==> config.mk <==
export PLATFORM = sky130hd
export DESIGN_NAME = multicycle_cpu_core
export DESIGN_NICKNAME = d
export VERILOG_FILES = /design/src/rtl/multicycle_cpu_core.sv
export SDC_FILE = /design/constraint.sdc
export NUM_CORES = 2
export LEC_CHECK = 0
export ABC_AREA = 0
export CAP_MARGIN = 15
export CORE_MARGIN = 2
export CORE_UTILIZATION = 57
export CTS_CLUSTER_SIZE = 8
export DETAILED_ROUTE_END_ITERATION = 6
export PLACE_DENSITY_LB_ADDON = 0.3
export SETUP_SLACK_MARGIN = 0.15
export SLEW_MARGIN = 20
export SYNTH_ARGS = -nofsm -noshare
export SYNTH_HDL_FRONTEND = slang
export SYNTH_SLANG_ARGS = --single-unit
==> constraint.sdc <==
create_clock -name clk -period 4.85 [get_ports clk]
set_input_delay 1.2125 -clock clk [delete_from_list [all_inputs] [get_ports clk]]
set_output_delay 1.2125 -clock clk [all_outputs]
set_load 0.1 [all_outputs]
==> src/rtl/multicycle_cpu_core.sv <==
// multicycle_cpu_core: multi-cycle RV64/RV32 integer-subset core built around one shared FSM
// (FETCH -> DECODE -> EXEC -> MEM -> WB, plus a terminal HALT state).
//
// Optional feature macro: CPU_PERF_CNT_EN adds the cycle_count and instret_count outputs.
//
// Ports:
//   clk, reset                  clock and asynchronous active-low reset
//   imem_req/addr/ready/rdata   instruction fetch port (word index, req held until ready)
//   dmem_req/we/addr/wdata      data request port (word index, req held until ready)
//   dmem_ready/rdata            data completion; load data valid on the ready cycle
//   retire                      one-cycle pulse per completed instruction
//   halted, illegal             core stopped; illegal is set when the stop was a bad encoding
//   cycle_count, instret_count  free-running counters (CPU_PERF_CNT_EN only)
module multicycle_cpu_core #(
    parameter int unsigned XLEN     = 64,
    parameter int unsigned RESET_PC = 0,
    parameter int unsigned PC_W     = 32
) (
    input  logic            clk,
    input  logic            reset,
    output logic            imem_req,
    output logic [PC_W-1:0] imem_addr,
    input  logic            imem_ready,
    input  logic [31:0]     imem_rdata,
    output logic            dmem_req,
    output logic            dmem_we,
    output logic [XLEN-1:0] dmem_addr,
    output logic [XLEN-1:0] dmem_wdata,
    input  logic            dmem_ready,
    input  logic [XLEN-1:0] dmem_rdata,
    output logic            retire,
    output logic            halted,
    output logic            illegal
`ifdef CPU_PERF_CNT_EN
    ,
    output logic [XLEN-1:0] cycle_count,
    output logic [XLEN-1:0] instret_count
`endif
);

    typedef enum logic [2:0] {
        StFetch, StDecode, StExec, StMem, StWb, StHalt
    } state_e;

    localparam logic [PC_W-1:0] PcOne   = PC_W'(1);
    localparam logic [PC_W-1:0] PcReset = PC_W'(RESET_PC);

    state_e            state_q, state_d;
    logic [PC_W-1:0]   pc_q, pc_d;
    logic [31:0]       ir_q, ir_d;
    logic [XLEN-1:0]   a_q, a_d, b_q, b_d, imm_q, imm_d, res_q, res_d;
    logic              illegal_q, illegal_d;
    logic [XLEN-1:0]   regs [32];
    logic              rf_we;
    logic              retire_c;

    // Field decode; IR is stable from DECODE until the next FETCH, so these stay valid.
    logic [6:0] opcode, funct7;
    logic [2:0] funct3;
    logic [4:0] rd, rs1, rs2;
    logic       is_r, is_addi, is_ld, is_sd, is_br, is_ecall, is_legal;

    assign opcode = ir_q[6:0];
    assign rd     = ir_q[11:7];
    assign funct3 = ir_q[14:12];
    assign rs1    = ir_q[19:15];
    assign rs2    = ir_q[24:20];
    assign funct7 = ir_q[31:25];

    assign is_r     = (opcode == 7'b0110011) &&
                      (((funct3 == 3'b000) && ((funct7 == 7'h00) || (funct7 == 7'h20))) ||
                       (((funct3 == 3'b110) || (funct3 == 3'b111)) && (funct7 == 7'h00)));
    assign is_addi  = (opcode == 7'b0010011) && (funct3 == 3'b000);
    assign is_ld    = (opcode == 7'b0000011) && (funct3 == 3'b011);
    assign is_sd    = (opcode == 7'b0100011) && (funct3 == 3'b011);
    assign is_br    = (opcode == 7'b1100011) && (funct3[2:1] == 2'b00);
    assign is_ecall = (ir_q == 32'h0000_0073);
    assign is_legal = is_r | is_addi | is_ld | is_sd | is_br | is_ecall;

    logic [XLEN-1:0] imm_i, imm_s;
    assign imm_i = {{(XLEN-12){ir_q[31]}}, ir_q[31:20]};
    assign imm_s = {{(XLEN-12){ir_q[31]}}, ir_q[31:25], ir_q[11:7]};

    // B-immediate already shifted right by two: imm[12:2] sign-extended to a word offset.
    logic [PC_W-1:0] br_off, br_target, pc_inc;
    logic            br_taken;
    assign br_off    = {{(PC_W-11){ir_q[31]}}, ir_q[31], ir_q[7], ir_q[30:25], ir_q[11:9]};
    assign br_target = pc_q + br_off;
    assign pc_inc    = pc_q + PcOne;
    assign br_taken  = (a_q == b_q) ^ funct3[0];

    logic [XLEN-1:0] alu_b, alu_res;
    always_comb begin
        alu_b   = is_r ? b_q : imm_q;
        alu_res = a_q + alu_b;
        if (is_r) begin
            case (funct3)
                3'b111:  alu_res = a_q & b_q;
                3'b110:  alu_res = a_q | b_q;
                default: alu_res = funct7[5] ? (a_q - b_q) : (a_q + b_q);
            endcase
        end
    end

    always_comb begin
        state_d   = state_q;
        pc_d      = pc_q;
        ir_d      = ir_q;
        a_d       = a_q;
        b_d       = b_q;
        imm_d     = imm_q;
        res_d     = res_q;
        illegal_d = illegal_q;
        rf_we     = 1'b0;
        retire_c  = 1'b0;
        unique case (state_q)
            StFetch: begin
                if (imem_ready) begin
                    ir_d    = imem_rdata;
                    state_d = StDecode;
                end
            end
            StDecode: begin
                a_d   = (rs1 == 5'd0) ? '0 : regs[rs1];
                b_d   = (rs2 == 5'd0) ? '0 : regs[rs2];
                imm_d = is_sd ? imm_s : imm_i;
                if (!is_legal) begin
                    illegal_d = 1'b1;
                    state_d   = StHalt;
                end else if (is_ecall) begin
                    state_d = StHalt;
                end else begin
                    state_d = StExec;
                end
            end
            StExec: begin
                if (is_br) begin
                    pc_d     = br_taken ? br_target : pc_inc;
                    retire_c = 1'b1;
                    state_d  = StFetch;
                end else begin
                    res_d   = alu_res;
                    state_d = (is_ld || is_sd) ? StMem : StWb;
                end
            end
            StMem: begin
                if (dmem_ready) begin
                    if (is_sd) begin
                        pc_d     = pc_inc;
                        retire_c = 1'b1;
                        state_d  = StFetch;
                    end else begin
                        res_d   = dmem_rdata;
                        state_d = StWb;
                    end
                end
            end
            StWb: begin
                rf_we    = (rd != 5'd0);
                pc_d     = pc_inc;
                retire_c = 1'b1;
                state_d  = StFetch;
            end
            default: state_d = StHalt;
        endcase
    end

    always_ff @(posedge clk or negedge reset) begin
        if (!reset) begin
            state_q   <= StFetch;
            pc_q      <= PcReset;
            ir_q      <= '0;
            a_q       <= '0;
            b_q       <= '0;
            imm_q     <= '0;
            res_q     <= '0;
            illegal_q <= 1'b0;
        end else begin
            state_q   <= state_d;
            pc_q      <= pc_d;
            ir_q      <= ir_d;
            a_q       <= a_d;
            b_q       <= b_d;
            imm_q     <= imm_d;
            res_q     <= res_d;
            illegal_q <= illegal_d;
        end
    end

    always_ff @(posedge clk or negedge reset) begin
        if (!reset) begin
            for (int i = 0; i < 32; i++) regs[i] <= '0;
        end else if (rf_we) begin
            regs[rd] <= res_q;
        end
    end

    // state_q sits in FETCH during reset, so the fetch request is masked by reset itself.
    assign imem_req   = reset && (state_q == StFetch);
    assign imem_addr  = pc_q;
    assign dmem_req   = (state_q == StMem);
    assign dmem_we    = (state_q == StMem) && is_sd;
    assign dmem_addr  = res_q;
    assign dmem_wdata = b_q;
    assign retire     = reset && retire_c;
    assign halted     = (state_q == StHalt);
    assign illegal    = illegal_q;

`ifdef CPU_PERF_CNT_EN
    logic [XLEN-1:0] cycle_q, instret_q;
    always_ff @(posedge clk or negedge reset) begin
        if (!reset) begin
            cycle_q   <= '0;
            instret_q <= '0;
        end else begin
            cycle_q <= cycle_q + XLEN'(1);
            if (retire) instret_q <= instret_q + XLEN'(1);
        end
    end
    assign cycle_count   = cycle_q;
    assign instret_count = instret_q;
`endif

endmodule

# --- Yosys cells after proc, flatten, opt, wreduce, memory -nomap -nowiden ---
# Index checks and enable logic that the tools add are counted.
word_totals:
  out_inout_bits: 166
  in_bits: 100
  ff_bits: 2320
op_classes:
  n_addsub: 5
  n_eq_ne: 22
  n_reduce_logical: 29
  n_bitwise: 12
  magnitude_cmp: 4
  n_mux: 38
op_table:
  columns: ["op", "count"]
  rows:
  - ["bitwise mux 2048 bit", 1]
  - ["two-way mux 64 bit", 13]
  - ["binary-select mux 64 bit (select 5 bit)", 2]
  - ["demux 64 bit (select 5 bit)", 1]
  - ["one-hot mux 64 bit (2 select lines)", 2]
  - ["adder 64 bit", 2]
  - ["two-way mux 32 bit", 4]
  - ["one-hot mux 32 bit (3 select lines)", 1]
  - ["bitwise AND 64 bit", 1]
  - ["== test 64 bit", 1]
  - ["bitwise OR 64 bit", 1]
  - ["subtractor 64 bit", 1]
  - ["adder 32 x 1 -> 32 bit (second input constant)", 1]
  - ["adder 32 bit", 1]
  - ["== test 32 x 7 -> 1 bit (second input constant)", 1]
  - ["== test 7 x 6 -> 1 bit (second input constant)", 3]
  - ["two-way mux 3 bit", 7]
  - ["greater-or-equal comparator 6 bit (second input constant)", 3]
  - ["NOT 5 -> 6 bit", 3]
  - ["one-hot mux 3 bit (5 select lines)", 1]
  - ["== test 3 bit (second input constant)", 4]
  - ["logical AND 1 bit", 11]
  - ["zero test 5 bit", 2]
  - ["== test 3 x 2 -> 1 bit (second input constant)", 3]
  - ["22 further kinds", 40]

# --- Longest topological paths before layout ---
logic_depth:
  ltp_word: 12
  depth_mapped: 25
  ltp_nobuf: 21

# --- Worst setup path after synthesis ---
# Ideal clock, no wire load.
synth_path:
  path_kind: "reg-to-reg"
  start: "reg ir_q[31]"
  end: "reg res_q[63] (netlist: dmem_addr[63])"
  stages_incl_launch_ff: 22
  t_arrival_ns: 4.824
  synth_period_minus_slack_ns: 4.951
  slack_ns: -0.101
  path_cell_list: "dfrtp_1 nor4b_1 nand3_1 or2_2 clkbuf_1 buf_1 clkbuf_1 nand2_1 o21ai_0 ha_1 o211ai_1 o211a_1 o21a_1 or3_1 a21oi_2 o31ai_2 o31ai_4 a41o_2 a311oi_1 a41o_1 a221oi_2 nor3_2"
synth_via:
  elab_chain_cells: 10
synth_rtl:
  columns: ["element", "line_no", "source"]
  rows:
  - ["from (decl)", "50", "logic [31:0] ir_q, ir_d;"]
  - ["from (signal assigned)", "181", "ir_q <= ir_d;"]
  - ["== test 7 x 6 -> 1 bit / zero test 7 bit (equally long branches)", "71, 72", null]
  - ["logical OR 1 bit", "71", "(((funct3 == 3'b000) && ((funct7 == 7'h00) || (funct7 == 7'h20))) ||"]
  - ["logical AND 1 bit", "71", null]
  - ["logical OR 1 bit (*)", "71", null]
  - ["logical AND 1 bit (*)", "70", "assign is_r = (opcode == 7'b0110011) &&"]
  - ["two-way mux 64 bit", "94", "alu_b = is_r ? b_q : imm_q;"]
  - ["adder 64 bit", "95", "alu_res = a_q + alu_b;"]
  - ["two-way mux 64 bit (*)", "96", "if (is_r) begin"]
  - ["two-way mux 64 bit (*)", "137", "if (is_br) begin"]
  - ["one-hot mux 64 bit (2 select lines) (*)", "116", "unique case (state_q)"]
  - ["to (signal assigned)", "185", "res_q <= res_d;"]
  - ["to (decl)", "51", "logic [XLEN-1:0] a_q, a_d, b_q, b_d, imm_q, imm_d, res_q, res_d;"]
# Mark *: on every way between the ends. The rest lies on a longest branch, timed or not. The select of a mux whose other input is x is not followed.
# A chain may end at the register's enable or synchronous reset.

# --- Final worst setup path ---
layout_path:
  start: "reg ir_q[27]"
  end: "reg res_q[63] (netlist: dmem_addr[63])"
# The elaborated chain is that of the path after synthesis.

==> results by group <==
Synthesis
  – Post-Synth Adder-Cell Area: around 2.8%
  – Syn Nets: 11300
  – Synth Cell Area: approximately 140000 sq um
  – Syn Area/Cell: about 12 sq um
  – Synth Area in Simple Gates: 4.58%
  – Compound-Gate Fraction of Synth Area: 8.90%
  – Ys Warns: 0
  – Count of cell types in the netlist: between 90 and 100
  – Multiplexer area fraction after synthesis: 36.3%
  – Synthesized instance count: 10900
  – FF+latch count, synth: 2320
  – Primary FF master, synth: dfrtp_1
  – Synth Area in XOR/XNOR: 0.898%
  – Sequential area share after synthesis: 42.8%
  – Post-synth EDFFs: 0
  – Largest family of logic cells by synthesized area: multiplexers
  – Fraction of registers with async set/reset: 100%

Routing
  – Final WL: 491000 um
  – DRT iter0 DRCs: 12200
  – DR pass1 iterations: 7
  – Via count: 103000
  – Remaining DRCs: 3
  – Routed Antenna Nets: 0
  – Routed wire per std cell: 34.3 um
  – Vias per inst: approximately 7.2

STA
  – Clk_skew: 75.3 ps
  – Max-Slew Margin vs Limit: roughly 17%
  – Min Tclk post-route: 4810 ps
  – Final worst path period share: between 90% and 100%
  – RSZ-0062 raised after global routing: true
  – Fin. max-slew vios: 0
  – Final hold vios: 0
  – Finish-stage setup viols: 0
  – Maximum clock frequency: just over 200 MHz
  – Measured slew at the worst slew-check pin: 1230 ps

Floorplan
  – Initial Utilization: 57.2%
  – Core region area: 237000 sq um
  – Die width: between 400 and 500 um
  – Die Area: 242000 sq um
  – Row count: 179
  – Die H: 492 um
  – IO Count: 266

Clock tree
  – Clock Tree Buf Depth: 4
  – Htree depth: 5
  – Clk Latency, worst-skew pair: between 900 and 1000 ps
  – Post-CTS Hold Buffers: 0
  – TritonCTS clock tree: done
  – Total CTS buffers: around 340
  – Clock-pin slew on the worst setup and hold paths: 60 ps
  – Root buf cell: clkbuf_16
  – Clock sinks: ~2300

Critical path
  – CP arrival: 5620 ps
  – Crit path max fanout: 6
  – R2R Path End: dmem_addr[63]
  – Data required time of the worst path: between 5000 and 6000 ps
  – R2R cell count: 22
  – Reg-to-reg critical path startpoint: ir_q[27]
  – Critical Path Sink Type: register
  – Crit path kind: register to register
  – Flop-to-flop setup slack: roughly 36 ps
  – Critical Path Source Type: register

Place
  – Cells after DPL: 13900
  – IO buf count: roughly 270
  – GPL Wtd Cong: 1.01
  – Hpwl dp: 316000 um

Global routing
  – Initial antenna violation count: 15
  – Global router's overall resource usage: 39.9%
  – First-pass GRT wire length: 715000 um
  – GRT overflow: 0
  – Largest net degree at the start of global routing: 196
  – Number of global-route vias before repair: 104000

Pwr
  – Worst IR Drop VDD: 0.708 mV
  – Pwr Density: just over 700 nW/um^2
  – Leak: 69.9 nW

Layout
  – Final nets: 11500
  – Layout cell share with drive strength beyond 1: 39.1%
  – Commonest non-fill, non-tap cell in the layout: dfrtp_1
  – Most frequent cells in the layout: dfrtp_1, mux2_2, mux4_2
  – Final non-filler cell total: 14300
  – Final core occ: 65.2%
  – Area grow syn2layout: 14.1%

Hold path
  – Hold WC Path Type: input port to asynchronous set/reset pin

Outcome
  – Run status: finished, violations left
  – Failing checks: design-rule violations

Flow run
  – Max_cap viols: 0
==> flip-flops by register name, indices dropped and copies added (netlist names) <==
register / count
a_q: 64
regs: 2048
illegal: 1
imem_addr: 32
dmem_addr: 64
imm_q: 12
ir_q: 32
dmem_wdata: 64
state_q: 3
==> per-stage QoR <==
stage	area [sq um]	hold slack [ps]	setup TNS, ps	worst slack [ps]	power [W]
finish	155000	181	0	36.4	0.110
global route	155000	191	-164	-98.8	0.115
CTS	154000	166	0	59.8	0.108
detailed placement	144000	384	-3000	-322	0.0872
global placement	144000	380	-3620	-310	0.0859
floorplan	136000	441	0	158	0.0669
==> routing by layer <==
metal	vias to the layer above	part of all wire [%]	GRT usage, %
met5	-	0.028	0
li1	41600	-	-
met4	20	6.5	22.0
met1	53500	38	53.9
met3	1568	10	10.3
met2	6363	45	59.4
==> power breakdown <==
part,switching [W],internal [W]
Combinational,0.0340,0.0244
Sequential,0.00601,0.0252
Clock,0.00830,0.0125
Total,0.0483,0.0621
==> cell families (layout without fill, tap and decap cells) <==
kind of cell / Yosys count / count (layout)
adders and majority gates: 296 / 296
xor gates and xnor gates: 139 / 139
muxes: 3517 / 3517
AOI/OAI and AO/OA: 1973 / 1973
other: 0 / 4
and+or+nand+nor: 1316 / 1316
buffers and inverters: 1310 / 1576
DFF: 2320 / 2320
==> worst max-delay path by stage <==
stage	from	endpoint	slack [ps]	cells past startpoint
3_5_place_dp	ir_q[25]	dmem_addr[63]	-320	20
3_3_place_gp	ir_q[25]	dmem_addr[58]	-310	23
6_report	ir_q[27]	dmem_addr[63]	40	22
5_1_grt	ir_q[27]	dmem_addr[63]	-100	21
4_1_cts	ir_q[25]	dmem_addr[63]	60	19
2_1_floorplan	ir_q[12]	dmem_addr[63]	160	24
==> area by class of cell <==
type | count | area (sq um)
Timing Repair Buffer | 941 | 9070
Sequential cell | 2320 | 58100
Fill cell | 17300 | 82500
Antenna cell | 4 | 10.0
Multi-Input combinational cell | 7241 | 73700
Clock inverter | 9 | 130
Tap cell | 3167 | 3960
Clock buffer | 363 | 8700
Inverter | 263 | 990
==> critical path: stages, from the launching register on <==
cell      delay (ps)
dfrtp_1          390
nor4b_2          320
buf_4            200
nand3_4          100
or2_4            300
nand2_8          110
buf_12           140
buf_6            100
buf_6             90
o21ai_4           50
ha_4             290
and4_1           210
nand4_1          200
buf_4            190
or3_4            380
a21oi_4          200
o31ai_4          120
o31ai_4          280
a41o_2           300
a311oi_2         100
a41o_1           240
a221oi_2         270
nor3_2            50
==> cell usage after synthesis, drive strengths merged, types with 34 or more instances <==
cell    number  area [sq um]
a21oi      658          3300
mux2      2134         24000
nor2       366          1370
nor4        47           309
clkbuf     831          3120
nand3       81           405
o31ai       38           314
a211oi      39           293
ha         292          3650
nand2      333          1250
and3        34           218
o211ai      43           323
nand4       77           488
xor2        35           307
a21o        78           588
inv        262           983
o221ai     141          1230
dfrtp     2320         58100
mux2i      473          4730
buf        215           945
xnor2      104           911
o21ai      448          2240
o21bai      35           263
nor3       229          1160
o22ai      272          1700
mux4       910         20500
a31oi       47           294
==> timing repair <==
item	in CTS	in global routing
gates resized for setup	49	178
pin swaps	23	76
cloned	1	6
endpoints found under the setup margin	32	63
setup buffers	11	36
Power figures use the tool's default switching activity.
